File: config.mk
export PLATFORM = sky130hd
export DESIGN_NAME = dma_mem_ctrl
export DESIGN_NICKNAME = d
export VERILOG_FILES = /design/src/rtl/dma_mem_ctrl_pkg.sv /design/src/rtl/dma_mem_ctrl_arb.sv /design/src/rtl/dma_mem_ctrl.sv
export SDC_FILE = /design/constraint.sdc
export NUM_CORES = 1
export LEC_CHECK = 0
export ABC_CLOCK_PERIOD_IN_PS = 3000
export CAP_MARGIN = 20
export CORE_UTILIZATION = 42
export DETAILED_ROUTE_END_ITERATION = 8
export PLACE_DENSITY = 0.8
export SLEW_MARGIN = 20
export SYNTH_ARGS = -nofsm -noshare
export SYNTH_HDL_FRONTEND = slang
export SYNTH_HIERARCHICAL = 1
export SYNTH_SLANG_ARGS = --single-unit
File: constraint.sdc
create_clock -name clk -period 3 [get_ports clk]
set_input_delay 0.9 -clock clk [delete_from_list [all_inputs] [get_ports clk]]
set_output_delay 0.9 -clock clk [all_outputs]
set_load 0.03 [all_outputs]
File: src/rtl/dma_mem_ctrl_pkg.sv
// Shared definitions for the DMA memory-side controller.
//   state_t : controller FSM states (IDLE, ACCESS, END)
//   owner_t : which requester owns the access in flight (CPU or DMA)
//   WCNT_W  : width of the wait-state and defer counters (covers 1..15)
package dma_mem_ctrl_pkg;

  typedef enum logic [1:0] {
    ST_IDLE   = 2'd0,
    ST_ACCESS = 2'd1,
    ST_END    = 2'd2
  } state_t;

  typedef enum logic {
    OWNER_CPU = 1'b0,
    OWNER_DMA = 1'b1
  } owner_t;

  localparam int WCNT_W = 4;

endpackage

File: src/rtl/dma_mem_ctrl_arb.sv
// mem_prio_arb: two-way fixed-priority arbiter between CPU and DMA with a
// saturating starvation counter. The CPU normally wins, but once it has been
// granted DMA_DEFER times in a row while the DMA request waited, the DMA wins.
// Ports:
//   clk, rst_n        clock, async active-low reset
//   cpu_req, dma_req  request levels
//   grant_en          a grant may be issued this cycle
//   gnt_cpu, gnt_dma  one-hot grant (combinational)
module mem_prio_arb
  import dma_mem_ctrl_pkg::*;
#(
  parameter int DMA_DEFER = 4
) (
  input  logic clk,
  input  logic rst_n,
  input  logic cpu_req,
  input  logic dma_req,
  input  logic grant_en,
  output logic gnt_cpu,
  output logic gnt_dma
);

  logic [WCNT_W-1:0] defer_cnt;
  logic              dma_turn;

  assign dma_turn = dma_req && (defer_cnt == WCNT_W'(DMA_DEFER));
  assign gnt_cpu  = grant_en && cpu_req && !dma_turn;
  assign gnt_dma  = grant_en && dma_req && !gnt_cpu;

  // Count CPU grants that overtook a pending DMA request; any cycle without
  // a DMA request, or a DMA grant, restarts the count.
  always_ff @(posedge clk or negedge rst_n) begin
    if (!rst_n) begin
      defer_cnt <= '0;
    end else if (gnt_dma || !dma_req) begin
      defer_cnt <= '0;
    end else if (gnt_cpu && (defer_cnt != WCNT_W'(DMA_DEFER))) begin
      defer_cnt <= defer_cnt + 1'b1;
    end
  end

endmodule

File: src/rtl/dma_mem_ctrl.sv
// dma_mem_ctrl: shares one async SRAM port between the CPU and the DMA
// sequencer stream, driving the SRAM strobes with WAITS active cycles.
// Both sides use req/ack/end: ack pulses in the grant cycle, end pulses
// WAITS+1 cycles later, with read data valid in *_rd from the end cycle on.
// Ports:
//   clk, rst_n                          clock, async active-low reset
//   cpu_req/addr/rnw/wd -> cpu_ack/end/rd   CPU request side
//   dma_req/addr/rnw/wd -> dma_ack/end/rd   DMA sequencer side
//   mem_a, mem_do, mem_di               SRAM address, write data, read data
//   mem_doe, mem_we_n, mem_oe_n         SRAM data-drive enable and strobes
module dma_mem_ctrl
  import dma_mem_ctrl_pkg::*;
#(
  parameter int AW        = 21,
  parameter int DW        = 8,
  parameter int WAITS     = 2,
  parameter int DMA_DEFER = 4
) (
  input  logic          clk,
  input  logic          rst_n,
  input  logic          cpu_req,
  input  logic [AW-1:0] cpu_addr,
  input  logic          cpu_rnw,
  input  logic [DW-1:0] cpu_wd,
  output logic          cpu_ack,
  output logic          cpu_end,
  output logic [DW-1:0] cpu_rd,
  input  logic          dma_req,
  input  logic [AW-1:0] dma_addr,
  input  logic          dma_rnw,
  input  logic [DW-1:0] dma_wd,
  output logic          dma_ack,
  output logic          dma_end,
  output logic [DW-1:0] dma_rd,
  output logic [AW-1:0] mem_a,
  output logic [DW-1:0] mem_do,
  input  logic [DW-1:0] mem_di,
  output logic          mem_doe,
  output logic          mem_we_n,
  output logic          mem_oe_n
);

  state_t            state, state_nxt;
  owner_t            owner;
  logic              rnw;
  logic [WCNT_W-1:0] wait_cnt;
  logic              grant_en, gnt_cpu, gnt_dma, grant, wait_done;
  logic              sel_rnw;

  // Grants only in IDLE/END; gating with rst_n keeps acks low during reset.
  assign grant_en  = rst_n && ((state == ST_IDLE) || (state == ST_END));
  assign grant     = gnt_cpu || gnt_dma;
  assign wait_done = (wait_cnt == '0);
  assign sel_rnw   = gnt_dma ? dma_rnw : cpu_rnw;

  mem_prio_arb #(
    .DMA_DEFER (DMA_DEFER)
  ) u_arb (
    .clk      (clk),
    .rst_n    (rst_n),
    .cpu_req  (cpu_req),
    .dma_req  (dma_req),
    .grant_en (grant_en),
    .gnt_cpu  (gnt_cpu),
    .gnt_dma  (gnt_dma)
  );

  always_ff @(posedge clk or negedge rst_n) begin
    if (!rst_n) begin
      state <= ST_IDLE;
    end else begin
      state <= state_nxt;
    end
  end

  always_comb begin
    state_nxt = state;
    cpu_ack   = gnt_cpu;
    dma_ack   = gnt_dma;
    cpu_end   = 1'b0;
    dma_end   = 1'b0;
    case (state)
      ST_IDLE:   state_nxt = ST_IDLE;
      ST_ACCESS: if (wait_done) state_nxt = ST_END;
      ST_END: begin
        cpu_end   = (owner == OWNER_CPU);
        dma_end   = (owner == OWNER_DMA);
        state_nxt = ST_IDLE;
      end
      default:   state_nxt = ST_IDLE;
    endcase
    if (grant) state_nxt = ST_ACCESS;
  end

  // Request latch, wait counter and registered strobes. Strobes are loaded
  // at the grant edge so they are active exactly during ACCESS; mem_a and
  // mem_do are left untouched after the access to provide address/data hold.
  always_ff @(posedge clk or negedge rst_n) begin
    if (!rst_n) begin
      owner    <= OWNER_CPU;
      rnw      <= 1'b1;
      wait_cnt <= '0;
      mem_a    <= '0;
      mem_do   <= '0;
      mem_doe  <= 1'b0;
      mem_we_n <= 1'b1;
      mem_oe_n <= 1'b1;
      cpu_rd   <= '0;
      dma_rd   <= '0;
    end else if (grant) begin
      owner    <= gnt_dma ? OWNER_DMA : OWNER_CPU;
      rnw      <= sel_rnw;
      mem_a    <= gnt_dma ? dma_addr : cpu_addr;
      mem_do   <= gnt_dma ? dma_wd : cpu_wd;
      wait_cnt <= WCNT_W'(WAITS - 1);
      mem_oe_n <= !sel_rnw;
      mem_we_n <= sel_rnw;
      mem_doe  <= !sel_rnw;
    end else if (state == ST_ACCESS) begin
      if (wait_done) begin
        mem_oe_n <= 1'b1;
        mem_we_n <= 1'b1;
        if (rnw) begin
          if (owner == OWNER_DMA) dma_rd <= mem_di;
          else                    cpu_rd <= mem_di;
        end
      end else begin
        wait_cnt <= wait_cnt - 1'b1;
      end
    end else if (state == ST_END) begin
      mem_doe <= 1'b0;
    end
  end

endmodule

==> metrics.txt, run 1 <==
post-synthesis sequential element count 60; # rows 29; Worst Path Arrival 2010 ps; post-synth top area share 50.4%; CTS H-tree depth 3; number of setup buffers added after CTS 0; Post-Synthesis Cells 249; syn nets 325; hold wc startpoint dma_rd[0]; Core Util, Final 68.3%; HP Class flip-flop to flip-flop; Die Y 84.1 µm; Seq/Total Area, Yosys 53.2%; vias in the first global route 2321; core footprint 6420 µm²; final instance area 4390 µm²; initial antenna violation count 0; Setup-failing EPs final 0; largest delay contributor family on the critical path buffers and inverters; simple-gate share of the synthesized area 11.8%; crit path from cpu_req; Slew Limit Fails 0; share of cells above drive strength 1 14.6%; Peak VDD IR 0.587 mV; most common cell after layout, fill and taps aside clkdlybuf4s50_1; final hold slack 510 ps; Die Area 7070 µm²; Clock transition at path regs 70 ps; placed insts 444; Fill cells 495; CP startpoint kind input pin; overflow left after global routing 0; Cell Area, Synth 2830 µm²; fin crit share 97.0%; PostCTS Resize Cnt 0; Adder-Cell Fraction of Synth Area 1.77%; mux cell area share after synthesis 18.7%; n_diodes 0; cell repeated most along the worst path buf_4; io pins 124; final hold violations 0; CP max-delay cell clkdlybuf4s50_1; routed length per placed instance 15.1 µm; CTS buffer count 9; Worst Max-Slew Pin Slew 767 ps; CP Data Required Time 2100 ps; critical path capture point type output port; Total Wirelength 6.93 mm; EDFF count, synth 0; Die Width 84.1 µm; Post-Synth XOR/XNOR Area 0%; Critical Path Max Stage Delay 470 ps; status finished with violations; Bufs and invs on worst path 3; Async S/R FF share, synth 100%; Initial Utilization 44.1%; Hold-fix buffers, CTS 0; Area after DPL 4180 µm²; CTS tree done; global placement routability congestion 0.792; worst-path maximum fanout 2; Lkg Pwr 1.82 nW; First-pass DRT Iterations 8; Max-Slew Margin vs Limit 48.9%; synth warn 6; fin crit period 2910 ps; failing checks DRC; most frequent cells in the layout clkdlybuf4s50_1 (120), dfrtp_1 (57), nand2_1 (34), o21ai_1 (32), mux2i_1 (29); Power Dens Cells 1020 nW/µm²; # nets final 454; initial DRC count 91; Post-DP HPWL 4.90 mm; Final ANT Viol Nets 0; Area growth syn-to-layout 54.9%; post-synthesis compound-gate area fraction 10.9%; maximum clock rate 344 MHz; via count 2328; RSZ-0062 raised after global routing no; Setup CP Type input pin to output port; Netlist cell types 44; largest family of logic cells by synthesized area multiplexers; vias per cell 5.06; crit path cell chain clkdlybuf4s50_1 -> nand2_1 -> o211a_2 -> buf_4 -> buf_4; final clock skew 11.0 ps; largest area contributor in the netlist dfrtp_1; fin cells 460; GRT Total Usage 20.3%; CTS sink cnt 60; top post-synthesis cells by area dfrtp_1 (50%), mux2i_1 (10%), mux2_4 (8.5%); worst skew pair latency 340 ps; Main synth FF type dfrtp_1; largest net degree at the start of global routing 61; global-route wire length before repair 11.2 mm; clk buf depth 2; CTS root buffer clkbuf_8; max_cap viols 0; start of the worst register-to-register path u_arb/defer_cnt[0]; port bufs 123; Synth Area per Inst 11.4 µm²; DRC Markers 12
[sequential cells by signal, indices dropped and copies added (netlist names)]
register	cells
cpu_rd	8
dma_rd	8
mem_a	21
mem_do	8
mem_doe	1
mem_oe_n	1
mem_we_n	1
owner	1
rnw	1
state	2
u_arb/defer_cnt	4
wait_cnt	4
[final cells by class]
class	count	area (µm²)	share of cell area, %
inverter	11	41.3	0.941
clock buffer	11	151	3.45
multi-input combinational	164	1230	28.1
tap	77	96.3	2.20
clock inverter	5	58.8	1.34
timing repair buffer	132	1300	29.7
sequential	60	1510	34.3
[worst paths after layout]
kind	cells past startpoint	to	slack (ps)
setup / recovery	5	dma_ack	90
hold / removal	1	dma_rd[0]	510
setup reg to reg	8	dma_rd[1]	470
hold reg to reg	1	dma_rd[0]	510
max in group asynchronous	2	wait_cnt[2]	1750
min in group asynchronous	2	u_arb/defer_cnt[2]	720
[cells by family after synthesis]
kind of cell / count (synthesis)
adders and majority gates: 4
DFF: 60
muxes: 45
AOI/OAI and AO/OA: 52
buffers and inverters: 25
and+or+nand+nor: 63
[layer usage]
| layer | share of wire [%] | vias to the layer above | track usage, % | wire length, µm |
|---|---|---|---|---|
| met5 | 0 | - | 0 | 0 |
| met4 | 2.3 | 0 | 8.78 | 162 |
| met3 | 8.0 | 12 | 7.02 | 554 |
| met2 | 44 | 99 | 30.2 | 3080 |
| met1 | 45 | 1087 | 26.9 | 3130 |
| li1 | - | 1130 | - | - |
[where the power goes]
group	internal, mW	switching, mW	leakage (nW)	total, mW
Combinational	1.05	1.22	0.981	2.27
Sequential	1.19	0.231	0.738	1.42
Clock	0.430	0.329	0.102	0.759
Total	2.67	1.79	1.82	4.45
[synth_stat cells (all sizes together) (2+ instances only)]
master and instances:
buf 4, nand2 35, or3 2, nor2 4, a21oi 4, clkbuf 10, dfstp 3, nand2b 3
nor2b 3, mux2i 29, o22ai 2, dfrtp 57, ha 4, nand3b 2, inv 10, o21ai 35
or4 2, nand3 4, mux2 16
[per-stage QoR]
stage / setup TNS (ps) / worst slack, ps / power [mW]
after detailed placement: -324 / -40.6 / 3.71
after global routing: 0 / 45.0 / 4.69
after floorplan: 0 / 13.5 / 2.75
after global placement: -175 / -22.5 / 3.66
after CTS: 0 / 86.4 / 4.49
final: 0 / 89.5 / 4.45
No activity file was read; power rests on OpenSTA's default activity.
==> inputs of run 2 (changes only) <==
--- a/config.mk
+++ b/config.mk
@@ -7,6 +7,7 @@
 export LEC_CHECK = 0
 export ABC_CLOCK_PERIOD_IN_PS = 3000
 export CAP_MARGIN = 20
+export CORE_ASPECT_RATIO = 1.75
 export CORE_UTILIZATION = 42
 export DETAILED_ROUTE_END_ITERATION = 8
 export PLACE_DENSITY = 0.8
==> run 2 against run 1 <==
  * The flow now finishes without violations
  * Combinational power hardly changed
  * First-iteration DRC count is 7.7% lower
  * Sequential share of layout area is 0.50 points lower
  * Cell count is 1.1% higher
  * Worst hold slack hardly changed
  * Critical path depth stayed put
  * Sequential cell count stayed put
  * Clock power is 18% higher
  * Fmax is 0.87% lower
  * Total power is 3.2% higher
  * Critical endpoint unchanged
==> metrics.txt, run 2 (synthesis gave the netlist of run 1 again) <==
status complete, no violations; most common cell after layout, fill and taps aside clkdlybuf4s50_1; Worst Max-Slew Pin Slew 757 ps; CP max-delay cell clkdlybuf4s50_1; Critical Path Max Stage Delay 480 ps; First-pass DRT Iterations 4; final clock skew 5.85 ps; fin crit period 2940 ps; final hold slack 510 ps; Area after DPL 4180 µm²; maximum clock rate 341 MHz; Hold-fix buffers, CTS 0; vias in the first global route 2418; Peak VDD IR 0.564 mV; cell repeated most along the worst path buf_4; Power Dens Cells 1030 nW/µm²; worst setup margin 64.1 ps; worst-path maximum fanout 3; Clock transition at path regs 50 ps; Area growth syn-to-layout 57.2%; share of cells above drive strength 1 14.6%; crit path cell chain clkdlybuf4s50_1 -> nand2_1 -> o211a_2 -> buf_4 -> buf_4; most frequent cells in the layout clkdlybuf4s50_1 (120), dfrtp_1 (57), nand2_1 (34), o21ai_1 (32), mux2i_1 (29); GRT Total Usage 20.7%; Final ANT Viol Nets 0; CTS sink cnt 60; worst skew pair latency 320 ps; HP Class flip-flop to flip-flop; Crit path depth 5; CTS root buffer clkbuf_16; Post-DP HPWL 5.04 mm; multi-input logic area 1230 µm²; Worst R2R Path Depth 8; final hold violations 0; Lkg Pwr 1.85 nW; CTS buffer count 9; routed length per placed instance 14.8 µm; number of setup buffers added after CTS 0; largest delay contributor family on the critical path buffers and inverters; Die Area 7090 µm²; Die Y 111 µm; n_diodes 0; global-route wire length before repair 11.2 mm; Fill cells 519; Bufs and invs on worst path 3; largest register by flop count mem_a; core footprint 6540 µm²; sequential cell area 1510 µm²; initial DRC count 84; pre-CTS setup slack -47.0 ps; Slew Limit Fails 0; largest net degree at the start of global routing 64; DRC Markers 0; Core Util, Final 68.1%; Setup-failing EPs final 0; # nets final 454; RSZ-0062 raised after global routing no; # rows 39; initial antenna violation count 0; Setup CP Type input pin to output port; port bufs 123; CP startpoint kind input pin; final instance area 4450 µm²; critical path capture point type output port; PostCTS Resize Cnt 0; WHS Path Cells 1; via count 2390; CTS H-tree depth 3; global placement routability congestion 0.768; Initial Utilization 43.3%; Worst Path Arrival 2040 ps; overflow left after global routing 0; io pins 124; Max-Slew Margin vs Limit 49.6%; fin crit share 97.9%; Total Wirelength 6.89 mm; max_cap viols 0; vias per cell 5.14; CP Data Required Time 2100 ps; CTS tree done; setup_tns 0 ps; max FFs per register 21; Die Width 64.1 µm; clk buf depth 2
-- run 2: changes by cell type in the layout (fill, tap and decap cells not counted) --
cell,delta
bufinv_16,-1
clkbuf_16,+9
clkbuf_8,-11
clkinv_2,+3
clkinv_4,+1
inv_6,-1
-- run 2: layer usage --
layer  global-route usage, %  vias up  wire length, µm  part of all wire [%]
met3                    4.03       18              338                   4.9
met4                    9.09        0              163                   2.4
met2                    37.0      108             3750                    54
met1                    23.0     1127             2640                    38
met5                       0        -                0                     0
li1                        -     1137                -                     -
-- run 2: cell type report --
type / count / share of cell area, %
Sequential cell: 60 / 33.8
Timing Repair Buffer: 132 / 29.2
Multi-Input combinational cell: 164 / 27.7
Clock buffer: 9 / 5.06
Tap cell: 82 / 2.30
Clock inverter: 7 / 0.984
Inverter: 11 / 0.927
-- run 2: report_power, final --
part	leakage, nW	internal (mW)	switching [mW]
clock network	0.131	0.552	0.345
logic	0.981	1.05	1.23
registers	0.738	1.19	0.230
-- run 2: final timing paths --
path | from | end | slack, ps
min in group asynchronous | rst_n | u_arb/defer_cnt[2] | 730
worst min register to register | dma_rd[4] | dma_rd[4] | 510
worst min-delay path | dma_rd[4] | dma_rd[4] | 510
max in group asynchronous | rst_n | dma_rd[4] | 1750
worst max register to register | u_arb/defer_cnt[0] | dma_rd[7] | 500
worst max-delay path | cpu_req | dma_ack | 60
-- run 2: stage by stage --
step                      cells  total power, mW
after floorplan             249             2.75
after global placement      449             3.66
after detailed placement    449             3.70
after CTS                   465             4.63
after global routing        465             4.84
final                       465             4.60
==> inputs of run 3 (changes only) <==
--- a/config.mk
+++ b/config.mk
@@ -10,7 +10,7 @@
 export CORE_ASPECT_RATIO = 1.75
 export CORE_UTILIZATION = 42
 export DETAILED_ROUTE_END_ITERATION = 8
-export PLACE_DENSITY = 0.8
+export PLACE_DENSITY = 0.89
 export SLEW_MARGIN = 20
 export SYNTH_ARGS = -nofsm -noshare
 export SYNTH_HDL_FRONTEND = slang
==> run 3 against run 2 <==
  * First-iteration DRC count increased by 11%
  * Global-route usage increased by 1.7 points
  * Critical endpoint unchanged
  * Largest power group unchanged
  * Worst hold slack improved by 14 ps
  * Sequential cell count unchanged
  * Clock power increased by 11%
==> metrics.txt, run 3 (synthesis gave the netlist of run 1 again) <==
status complete, no violations; Slew Limit Fails 0; combinational share of power 48.6%; Die Width 64.1 µm; Worst Path Arrival 2050 ps; maximum clock rate 339 MHz; number of setup buffers added after CTS 0; Post-DP HPWL 5.28 mm; GRT Total Usage 22.4%; CTS sink cnt 60; DRC Markers 0; switching part of the total 38.1%; largest register by flop count mem_a; Lkg Pwr 1.87 nW; Core Util, Final 68.6%; Max-Slew Margin vs Limit 50.5%; via count 2370; most common cell after layout, fill and taps aside clkdlybuf4s50_1; First-pass DRT Iterations 4; initial DRC count 93; worst-path maximum fanout 2; Clk network pwr share 21.1%; PostCTS Resize Cnt 0; Setup-failing EPs final 0; n_diodes 0; CTS tree done; io pins 124; Area growth syn-to-layout 58.4%; critical path capture point type output port; CP max-delay cell clkdlybuf4s50_1; RSZ-0062 raised after global routing no; CP startpoint kind input pin; Critical Path Max Stage Delay 500 ps; Bufs and invs on worst path 3; HP Class flip-flop to flip-flop; largest delay contributor family on the critical path buffers and inverters; overflow left after global routing 0; Die Area 7090 µm²; clk buf depth 2; initial antenna violation count 0; vias per cell 5.10; fin crit period 2950 ps; NetSw 1.80 mW; worst skew pair latency 320 ps; cell repeated most along the worst path buf_4; core footprint 6540 µm²; Total Wirelength 7.18 mm; CTS H-tree depth 3; CTS buffer count 9; Final ANT Viol Nets 0; global-route wire length before repair 12.0 mm; Int Power 2.91 mW; max FFs per register 21; Worst Max-Slew Pin Slew 743 ps; final hold violations 0; Initial Utilization 43.3%; Final Total Pwr 4.71 mW; most frequent cells in the layout clkdlybuf4s50_1 (120), dfrtp_1 (57), nand2_1 (34), o21ai_1 (32), mux2i_1 (29); routed length per placed instance 15.4 µm; CP Data Required Time 2100 ps; final clock skew 6.04 ps; Hold-fix buffers, CTS 0; # nets final 454; Power Dens Cells 1050 nW/µm²; CTS root buffer clkbuf_16; global placement routability congestion 0.758; fin crit share 98.3%; fin cells 465; placed insts 449; port bufs 123; share of cells above drive strength 1 14.1%; sequential power share 30.3%; pre-CTS setup slack -65.6 ps; largest net degree at the start of global routing 61; Clock transition at path regs 50 ps; worst setup margin 52.3 ps; crit path cell chain clkdlybuf4s50_1 -> nand2_1 -> o211a_2 -> buf_4 -> buf_4; max_cap viols 0; Die Y 111 µm; Peak VDD IR 0.614 mV; Setup CP Type input pin to output port; # rows 39; vias in the first global route 2501
==> run 3: cell types whose count changed in the layout (fill, tap and decap cells not counted), sizes merged <==
| cell | change |
|---|---|
| clkbuf | +7 |
| clkinv | -5 |
| clkinvlp | -2 |
==> run 3: area by class of cell <==
cell class	count	area, µm²
Clock buffer	16	302
Fill cell	511	2050
Inverter	11	41.3
Multi-Input combinational cell	164	1230
Sequential cell	60	1510
Tap cell	82	103
Timing Repair Buffer	132	1300
==> run 3: path summary, 6_finish.rpt <==
kind	from	end	slack, ps	depth (start not counted)
worst max-delay path	cpu_req	dma_ack	50	5
worst min-delay path	dma_rd[4]	dma_rd[4]	520	1
worst max register to register	u_arb/defer_cnt[0]	dma_rd[6]	470	8
worst min register to register	dma_rd[4]	dma_rd[4]	520	1
max in group asynchronous	rst_n	cpu_rd[1]	1760	2
min in group asynchronous	rst_n	u_arb/defer_cnt[2]	750	2
==> run 3: power groups by stage <==
stage	clock [mW]	combinational, mW	sequential, mW
after global placement	0	2.23	1.41
after global routing	1.07	2.43	1.47
after CTS	1.02	2.31	1.43
after detailed placement	0	2.30	1.42
after floorplan	0	0.727	2.02
final	0.993	2.29	1.43
==> run 3: through the flow <==
| step | hold WS [ps] | cell area [µm²] | TNS [ps] |
|---|---|---|---|
| 2_1_floorplan | 489 | 2830 | 0 |
| 3_3_place_gp | 496 | 4180 | -105 |
| 3_5_place_dp | 502 | 4180 | -667 |
| 4_1_cts | 523 | 4480 | 0 |
| 5_1_grt | 535 | 4480 | 0 |
| 6_report | 524 | 4480 | 0 |
==> run 3: per-layer routing <==
| layer | wire length, µm | part of all wire [%] | vias up | global-route usage [%] |
|---|---|---|---|---|
| li1 | - | - | 1128 | - |
| met1 | 2770 | 39 | 1126 | 24.8 |
| met2 | 3910 | 54 | 102 | 39.3 |
| met3 | 341 | 4.7 | 14 | 4.96 |
| met4 | 160 | 2.2 | 0 | 10.8 |
| met5 | 0 | 0 | - | 0 |
